## config.mk

```make
export PLATFORM = sky130hd
export DESIGN_NAME = spi_master_writer
export DESIGN_NICKNAME = d
export VERILOG_FILES = /design/src/rtl/spi_master_writer.sv
export SDC_FILE = /design/constraint.sdc
export NUM_CORES = 1
export LEC_CHECK = 0
export CAP_MARGIN = 0
export CORE_ASPECT_RATIO = 0.9
export CORE_MARGIN = 4
export CORE_UTILIZATION = 33
export CTS_CLUSTER_DIAMETER = 150
export DETAILED_ROUTE_END_ITERATION = 16
export PLACE_DENSITY = 0.64
export REMOVE_ABC_BUFFERS = 1
export SYNTH_ARGS = -nofsm -noshare
export SYNTH_HDL_FRONTEND = slang
export SYNTH_SLANG_ARGS = --single-unit
```

## constraint.sdc

```tcl
create_clock -name clk_i -period 2.7 [get_ports clk_i]
set_input_delay 0.54 -clock clk_i [delete_from_list [all_inputs] [get_ports clk_i]]
set_output_delay 0.54 -clock clk_i [all_outputs]
set_load 0.03 [all_outputs]
```

## src/rtl/spi_master_writer.sv

```systemverilog
// SPI master for the CPLD register-file slave.
// Each transaction drops CS, sends one address byte and then len data bytes, MSB first.
// Data bytes are pulled from a valid/ready stream. Each data slot also captures the
// slave's returned byte.
// SCL idles low. MOSI changes while SCL is low, and the slave samples on the SCL rise.
//
// state        | meaning
// -------------+-------------------------------------------------------------
// ST_IDLE      | waiting for start_i, CS high
// ST_CS_SETUP  | CS low, SCL low, setup time before the first edge
// ST_SHIFT     | shifting one byte; high_q selects the SCL low/high half-period
// ST_GAP       | SCL low between bytes so the slave can re-arm its receiver
// ST_FETCH     | tx_ready_o high, stalling until the next data byte arrives
// ST_CS_HOLD   | SCL low after the last edge, before CS is released
// ST_CS_IDLE   | CS high for the minimum deselect time, then done_o
module spi_master_writer #(
  parameter int CLK_DIV = 4,
  parameter int GAP     = 4,
  parameter int LEN_W   = 4
) (
  input  logic             clk_i,
  input  logic             reset_n_i,
  input  logic             start_i,
  input  logic [7:0]       addr_i,
  input  logic [LEN_W-1:0] len_i,
  input  logic [7:0]       tx_data_i,
  input  logic             tx_valid_i,
  output logic             tx_ready_o,
  output logic [7:0]       rx_data_o,
  output logic             rx_valid_o,
  output logic             busy_o,
  output logic             done_o,
  output logic             cs_o,
  output logic             scl_o,
  output logic             mosi_o,
  input  logic             miso_i
);

  localparam int CNT_MAX = (CLK_DIV > GAP) ? CLK_DIV : GAP;
  localparam int CNT_W   = $clog2(CNT_MAX);
  localparam logic [CNT_W-1:0] DIV_TC = CNT_W'(CLK_DIV - 1);
  localparam logic [CNT_W-1:0] GAP_TC = CNT_W'(GAP - 1);

  typedef enum logic [2:0] {
    ST_IDLE,
    ST_CS_SETUP,
    ST_SHIFT,
    ST_GAP,
    ST_FETCH,
    ST_CS_HOLD,
    ST_CS_IDLE
  } state_t;

  state_t           state_q, state_d;
  logic [CNT_W-1:0] cnt_q, cnt_d;
  logic [2:0]       bit_q, bit_d;
  logic             high_q, high_d;
  logic             data_slot_q, data_slot_d;
  logic [LEN_W-1:0] rem_q, rem_d;
  logic [7:0]       sh_q, sh_d;
  logic [7:0]       rx_sh_q, rx_sh_d;
  logic             cs_q, cs_d;
  logic             scl_q, scl_d;
  logic             mosi_q, mosi_d;
  logic             tx_ready_q, tx_ready_d;
  logic [7:0]       rx_data_q, rx_data_d;
  logic             rx_valid_q, rx_valid_d;
  logic             busy_q, busy_d;
  logic             done_q, done_d;
  logic             cnt_zero;

  // Next-state and registered-output logic; the shared timer counts down to terminal zero
  always_comb begin
    state_d     = state_q;
    cnt_d       = cnt_q;
    bit_d       = bit_q;
    high_d      = high_q;
    data_slot_d = data_slot_q;
    rem_d       = rem_q;
    sh_d        = sh_q;
    rx_sh_d     = rx_sh_q;
    cs_d        = cs_q;
    scl_d       = scl_q;
    mosi_d      = mosi_q;
    tx_ready_d  = tx_ready_q;
    rx_data_d   = rx_data_q;
    rx_valid_d  = 1'b0;
    busy_d      = busy_q;
    done_d      = 1'b0;
    cnt_zero    = (cnt_q == '0);
    if (!cnt_zero) cnt_d = cnt_q - CNT_W'(1);

    case (state_q)
      ST_IDLE: begin
        if (start_i) begin
          sh_d        = addr_i;
          rem_d       = len_i;
          data_slot_d = 1'b0;
          cs_d        = 1'b0;
          busy_d      = 1'b1;
          cnt_d       = DIV_TC;
          state_d     = ST_CS_SETUP;
        end
      end
      ST_CS_SETUP: begin
        if (cnt_zero) begin
          mosi_d  = sh_q[7];
          bit_d   = 3'd7;
          high_d  = 1'b0;
          cnt_d   = DIV_TC;
          state_d = ST_SHIFT;
        end
      end
      ST_SHIFT: begin
        if (cnt_zero) begin
          cnt_d = DIV_TC;
          if (!high_q) begin
            // miso is captured on the same edge that raises SCL
            scl_d   = 1'b1;
            high_d  = 1'b1;
            rx_sh_d = {rx_sh_q[6:0], miso_i};
          end else begin
            scl_d  = 1'b0;
            high_d = 1'b0;
            if (bit_q != 3'd0) begin
              bit_d  = bit_q - 3'd1;
              sh_d   = {sh_q[6:0], 1'b0};
              mosi_d = sh_q[6];
            end else begin
              if (data_slot_q) begin
                rx_data_d  = rx_sh_q;
                rx_valid_d = 1'b1;
              end
              if (rem_q == '0) begin
                state_d = ST_CS_HOLD;
              end else begin
                cnt_d   = GAP_TC;
                state_d = ST_GAP;
              end
            end
          end
        end
      end
      ST_GAP: begin
        if (cnt_zero) begin
          tx_ready_d = 1'b1;
          state_d    = ST_FETCH;
        end
      end
      ST_FETCH: begin
        if (tx_valid_i && tx_ready_q) begin
          sh_d        = tx_data_i;
          mosi_d      = tx_data_i[7];
          rem_d       = rem_q - LEN_W'(1);
          tx_ready_d  = 1'b0;
          data_slot_d = 1'b1;
          bit_d       = 3'd7;
          high_d      = 1'b0;
          cnt_d       = DIV_TC;
          state_d     = ST_SHIFT;
        end
      end
      ST_CS_HOLD: begin
        if (cnt_zero) begin
          cs_d    = 1'b1;
          cnt_d   = DIV_TC;
          state_d = ST_CS_IDLE;
        end
      end
      ST_CS_IDLE: begin
        if (cnt_zero) begin
          done_d  = 1'b1;
          busy_d  = 1'b0;
          state_d = ST_IDLE;
        end
      end
      default: state_d = ST_IDLE;
    endcase
  end

  // State and output registers; reset aborts any transaction in flight
  always_ff @(posedge clk_i or negedge reset_n_i) begin
    if (!reset_n_i) begin
      state_q     <= ST_IDLE;
      cnt_q       <= '0;
      bit_q       <= 3'd0;
      high_q      <= 1'b0;
      data_slot_q <= 1'b0;
      rem_q       <= '0;
      sh_q        <= 8'h00;
      rx_sh_q     <= 8'h00;
      cs_q        <= 1'b1;
      scl_q       <= 1'b0;
      mosi_q      <= 1'b0;
      tx_ready_q  <= 1'b0;
      rx_data_q   <= 8'h00;
      rx_valid_q  <= 1'b0;
      busy_q      <= 1'b0;
      done_q      <= 1'b0;
    end else begin
      state_q     <= state_d;
      cnt_q       <= cnt_d;
      bit_q       <= bit_d;
      high_q      <= high_d;
      data_slot_q <= data_slot_d;
      rem_q       <= rem_d;
      sh_q        <= sh_d;
      rx_sh_q     <= rx_sh_d;
      cs_q        <= cs_d;
      scl_q       <= scl_d;
      mosi_q      <= mosi_d;
      tx_ready_q  <= tx_ready_d;
      rx_data_q   <= rx_data_d;
      rx_valid_q  <= rx_valid_d;
      busy_q      <= busy_d;
      done_q      <= done_d;
    end
  end

  assign cs_o       = cs_q;
  assign scl_o      = scl_q;
  assign mosi_o     = mosi_q;
  assign tx_ready_o = tx_ready_q;
  assign rx_data_o  = rx_data_q;
  assign rx_valid_o = rx_valid_q;
  assign busy_o     = busy_q;
  assign done_o     = done_q;

endmodule

```

-- Word-level counts from Yosys, hierarchy flattened
Cells that the tools add are included.
- ROM bits: 0
- bits in writable memories: 0
- register bits after elaboration: 45
- memories kept: 0
- output and inout bits: 15
- logic and storage cells: 117
- bits in latches: 0
- shift operators: 0
- bitwise operators: 2
- multipliers: 0
- div/mod/pow operators: 0
- equality and inequality tests: 16
- reductions and logical operators: 23
- muxes and demuxes: 57
- add/sub/neg operators: 3
- order comparisons: 0
- operator list (cell ; number):
    2-to-1 mux 3 bit ; 15
    2-to-1 mux 8 bit ; 5
    case mux 8 bit (3 select lines) ; 1
    case mux 3 bit (7 select lines) ; 1
    2-to-1 mux 1 bit ; 20
    inequality test 2 bit, second input constant ; 10
    AND reduction 3 bit ; 5
    AND reduction 6 bit ; 2
    equality test 3 bit, second input constant ; 3
    case mux 3 bit (3 select lines) ; 1
    AND reduction 9 bit ; 1
    nonzero test 3 bit ; 3
    2-to-1 mux 2 bit ; 4
    2-to-1 mux 4 bit ; 2
    case mux 1 bit (2 select lines) ; 4
    case mux 4 bit (2 select lines) ; 1
    nonzero test 2 bit ; 4
    equality test 3 x 2 -> 1 bit, second input constant ; 2
    case mux 1 bit (3 select lines) ; 2
    case mux 2 bit (3 select lines) ; 1
    AND reduction 5 bit ; 1
    zero test 4 bit ; 1
    AND reduction 4 bit ; 1
    subtractor 4 x 1 -> 4 bit, second input constant ; 1
    9 further kinds ; 10

-- Logic depth before layout (Yosys ltp)
- depth after elaboration: 6
- gate-level depth with buffers: 6
- depth with buffers taken out: 6

-- Worst setup path before layout
No wires, ideal clock.
- path kind: flip-flop to flip-flop
- start point: register cnt_q[0]
- end point: register sh_q[0]
- path slack: 0.719 ns
- required time: 2.575 ns
- period minus slack after synthesis: 1.981 ns
- setup time: 0.125 ns
- cell stages (with the launch flop): 7
- data arrival time: 1.856 ns
- cells stage by stage: dfrtp_1 -> inv_1 -> ha_1 -> nor2b_1 -> a21oi_1 -> a2111oi_4 -> mux2_2
- word-level cells in the longest chain between the ends: 3
- RTL lines (element ; line ; text):
    start: declaration ; 55 ; logic [CNT_W-1:0] cnt_q, cnt_d;
    start signal: assignment ; 202 ; cnt_q <= cnt_d;
    zero test 2 bit ; 90 ; cnt_zero = (cnt_q == '0);
    inequality test 2 bit (no source line) ; n/a ;
    AND reduction 6 bit (no source line) ; n/a ;
    end signal: assignment ; 190 ; sh_q <= 8'h00;
    end signal: assignment ; 207 ; sh_q <= sh_d;
    end: declaration ; 60 ; logic [7:0] sh_q, sh_d;
Every way passes these cells.
A chain may end at the register's enable or synchronous reset.

-- Worst setup path in the final report
- start point: register state_q[1]
- end point: register rx_data_q[2], in the netlist rx_data_o[2]
- word-level cells in the longest chain between the ends: 2
- RTL lines (element ; line ; text):
    start: declaration ; 54 ; state_t state_q, state_d;
    start signal: assignment ; 201 ; state_q <= state_d;
    equality test 3 x 2 -> 1 bit ; 93 ; case (state_q)
    AND reduction 5 bit (no source line) ; n/a ;
    end signal: assignment ; 213 ; rx_data_q <= rx_data_d;
    end: declaration ; 66 ; logic [7:0] rx_data_q, rx_data_d;
Every way passes these cells.

==> flow_summary_export.csv <==
group,metric,value,unit
run_status,status,"completed",
worst_setup_path,critPathBufInv,0,
floorplan,io-pin-count,40,
floorplan,design.die.area,9030,sq um
yosys,syn-cell-area,2500,sq um
routing,drt_pass1_iterations,4,
yosys,syn_avg_cell_area,10.4,sq um
worst_setup_path,crit_slowest_cell,"sky130_fd_sc_hd__nor4_4",
global_route,grt_max_degree,46,
yosys,synthesis.yosys.warnings,0,
global_route,met2_use_gr,0.198,
yosys,synth_flop_cell,"sky130_fd_sc_hd__dfrtp_1",
routing,wire_per_inst,14.6,microns
routing,aggregate_routed_wire_length,5460,microns
worst_setup_path,worstSetupEndpointType,"register",
clocking,max-clock-path-buffers,2,
yosys,synthCells,239,
yosys,synth_seq_area_share,0.451,
place,routabilityCongestion,0.871,
finish,sequential_cell_area,1130,sq um
floorplan,std_cell_rows,29,
finish,nFillCells,700,
yosys,synth.distinct_cells,47,
power_and_ir_drop,pwr_density_cell,1030,nW/um^2
sta,timing.max_slew.rel_slack,0.570,
sta,finClkSkew,0.0120,ns
clocking,clk_transition_reported_paths,0.09,ns
place,detailedPlacementHpwl,3920,microns
global_route,top_usage_layer,"met2",
routing,drt_iter0_markers,97,
clocking,cts_max_level,2,
sta,timing_worst_slew_pin_value,0.640,ns
global_route,globalRouteMet3Util,0.0371,
worst_setup_path,critPathLaunchType,"register",
run,max_cap_viol_count,0,
global_route,number_of_antenna_violations_at_the_first_check_in_global_routing,0,
place,post-place-cells,366,
hold_path,timing.hold.worst.class,"input port to asynchronous set/reset pin",
clocking,clock_latency,0.29,ns
sta,fin_crit,2.22,ns
clocking,clock-sinks,45,
finish,synthToLayoutAreaGrowth,23.8,%
floorplan,die-height,90.5,microns
yosys,synth-seq-cells,45,
routing,antenna_violating_nets_post_route,0,
global_route,use_met1,0.172,
routing,routed_via_density,5.24,
sta,final_min_period_over_clock_period,0.823,
finish,drive_above_1_share,0.185,
finish,fin_cells,374,
clocking,cts_resized,0,
yosys,ys_async_sr_fraction,1.00,
floorplan,die_w,99.7,microns
clocking,cts-buffers-inserted,5,
global_route,grt_pass1_wl,9460,microns
worst_setup_path,cp_data_arrival_time,2.39,ns
clocking,tritoncts,"yes",
sta,unrepaired_setup_endpoints_after_global_routing,"false",
yosys,synth-edff-count,0,
worst_setup_path,top_family_by_delay_on_critical_path,"simple AND/OR/NAND/NOR gates",
place,io_buffers,39,
finish,multiInputGateArea,1270,sq um
finish,final_cell_mix,"sky130_fd_sc_hd__dfrtp_1, sky130_fd_sc_hd__clkdlybuf4s50_1, sky130_fd_sc_hd__mux2_2",
sta,clock.fmax,450,MHz
worst_setup_path,crit_required,2.87,ns
finish,finalCoreUtilization,0.428,
worst_setup_path,critical_path_peak_fanout,16,
sta,final-setup-viol-count,0,
finish,leading_cell_type_in_the_layout_fill_and_taps_excluded,"sky130_fd_sc_hd__dfrtp_1",
global_route,first_global_vias,1989,
yosys,synth_largest_area_cell,"sky130_fd_sc_hd__dfrtp_1",
clocking,post_cts_hold_buffers,0,
power_and_ir_drop,ir_worst_vdd,0.000446,V
worst_setup_path,max_incr_delay_on_cp,0.69,ns
yosys,yosys-top-cells-area,"sky130_fd_sc_hd__dfrtp_1, sky130_fd_sc_hd__mux2_2, sky130_fd_sc_hd__ha_1",
yosys,synth_top_cell_area_share,0.441,
routing,dr_total_vias,1960,
routing,post-route-drc-count,0,
sta,drv_slew,0,
sta,report.final.hold_viol_count,0,
worst_setup_path,crit_path_cell_trace,"nand2b_1, nor4_4, mux2_2",
floorplan,floorplan.initialDensity,0.346,
global_route,grt_use_total,0.126,
clocking,clockRootBuffer,"sky130_fd_sc_hd__clkbuf_8",
floorplan,core,7220,sq um
worst_setup_path,crit_type,"register to register",
sta,finalSetupTns,0,ns
power_and_ir_drop,power.static_leakage,1.32,nW
finish,num-nets-final,312,
global_route,grt_remaining_overflow,0,
finish,num_antenna_cells,0,
clocking,post-cts-setup-buffers,0,
-- state kept, by name, indices dropped and copies added, names as in the netlist --
name / count
bit_q: 3
busy_o: 1
cnt_q: 2
cs_o: 1
data_slot_q: 1
done_o: 1
high_q: 1
mosi_o: 1
rem_q: 4
rx_data_o: 8
rx_sh_q: 8
rx_valid_o: 1
scl_o: 1
sh_q: 8
state_q: 3
tx_ready_o: 1
-- per-layer routing --
layer	vias to the layer above	share of wire	routed length, microns
met5	-	0	0
met4	0	0.0053	29
met3	2	0.046	253
met2	36	0.46	2490
met1	959	0.49	2680
li1	963	-	-
-- power by group --
group	leakage [nW]	switching, mW	internal, mW
clock network	0.0439	0.223	0.179
logic	0.708	0.872	0.770
registers	0.564	0.217	0.912
-- synthesized netlist by cell type, types with 5 or more instances --
cell                        n
sky130_fd_sc_hd__dfrtp_1   44
sky130_fd_sc_hd__mux2_2    26
sky130_fd_sc_hd__o21ai_0   16
sky130_fd_sc_hd__a21oi_1   15
sky130_fd_sc_hd__nand2_1   13
sky130_fd_sc_hd__nor2_1    12
sky130_fd_sc_hd__inv_1     10
sky130_fd_sc_hd__a22oi_1    8
sky130_fd_sc_hd__and2_1     8
sky130_fd_sc_hd__buf_2      7
sky130_fd_sc_hd__clkbuf_1   7
sky130_fd_sc_hd__ha_1       7
sky130_fd_sc_hd__a211oi_1   6
sky130_fd_sc_hd__nor4bb_1   6
sky130_fd_sc_hd__nor3_1     5
-- worst register-to-register path, delay by kind of cell (launching register included) --
| family | cells | cell delay (ns) |
|---|---|---|
| simple gates | 2 | 1.03 |
| flops | 1 | 0.67 |
| mux | 1 | 0.41 |
-- layout make-up --
| class | instances | share of cell area |
|---|---|---|
| inverter | 10 | 0.0121 |
| clock buffer | 5 | 0.0223 |
| timing repair buffer | 48 | 0.146 |
| tap | 93 | 0.0376 |
| multi-input combinational | 170 | 0.411 |
| sequential | 45 | 0.365 |
| clock inverter | 3 | 0.00567 |
-- cells by family after synthesis --
logic type / count (synthesis) / synth area share
xor gates and xnor gates: 1 / 0.00351
muxes: 27 / 0.121
and+or+nand+nor: 67 / 0.163
adders and majority gates: 7 / 0.0351
AOI/OAI and AO/OA: 68 / 0.186
DFF: 45 / 0.451
buffers and inverters: 24 / 0.0396
-- worst paths after layout --
path                                            endpoint  cells past startpoint                    from  slack [ns]
worst max-delay path            rx_data_o[2]$_DFFE_PN0P_                      3  state_q[1]$_DFFE_PN0P_        0.48
worst min-delay path            rx_data_o[5]$_DFFE_PN0P_                      2               reset_n_i        0.31
worst max register to register  rx_data_o[2]$_DFFE_PN0P_                      3  state_q[1]$_DFFE_PN0P_        0.48
worst min register to register      bit_q[0]$_DFFE_PN0P_                      1    bit_q[0]$_DFFE_PN0P_        0.47
max in group asynchronous            sh_q[1]$_DFFE_PN0P_                      2               reset_n_i        1.98
min in group clk_i                  bit_q[0]$_DFFE_PN0P_                      1    bit_q[0]$_DFFE_PN0P_        0.47
-- per-stage QoR --
step / cell area [sq um] / hold slack [ns] / setup slack (ns) / power (mW)
2_1_floorplan: 2440 / 0.244 / 0.574 / 2.27
3_3_place_gp: 3010 / 0.462 / 0.368 / 2.76
3_5_place_dp: 3010 / 0.467 / 0.343 / 2.79
4_1_cts: 3090 / 0.336 / 0.465 / 3.21
5_1_grt: 3090 / 0.361 / 0.305 / 3.46
6_report: 3090 / 0.313 / 0.479 / 3.17
Power figures use the tool's default switching activity.
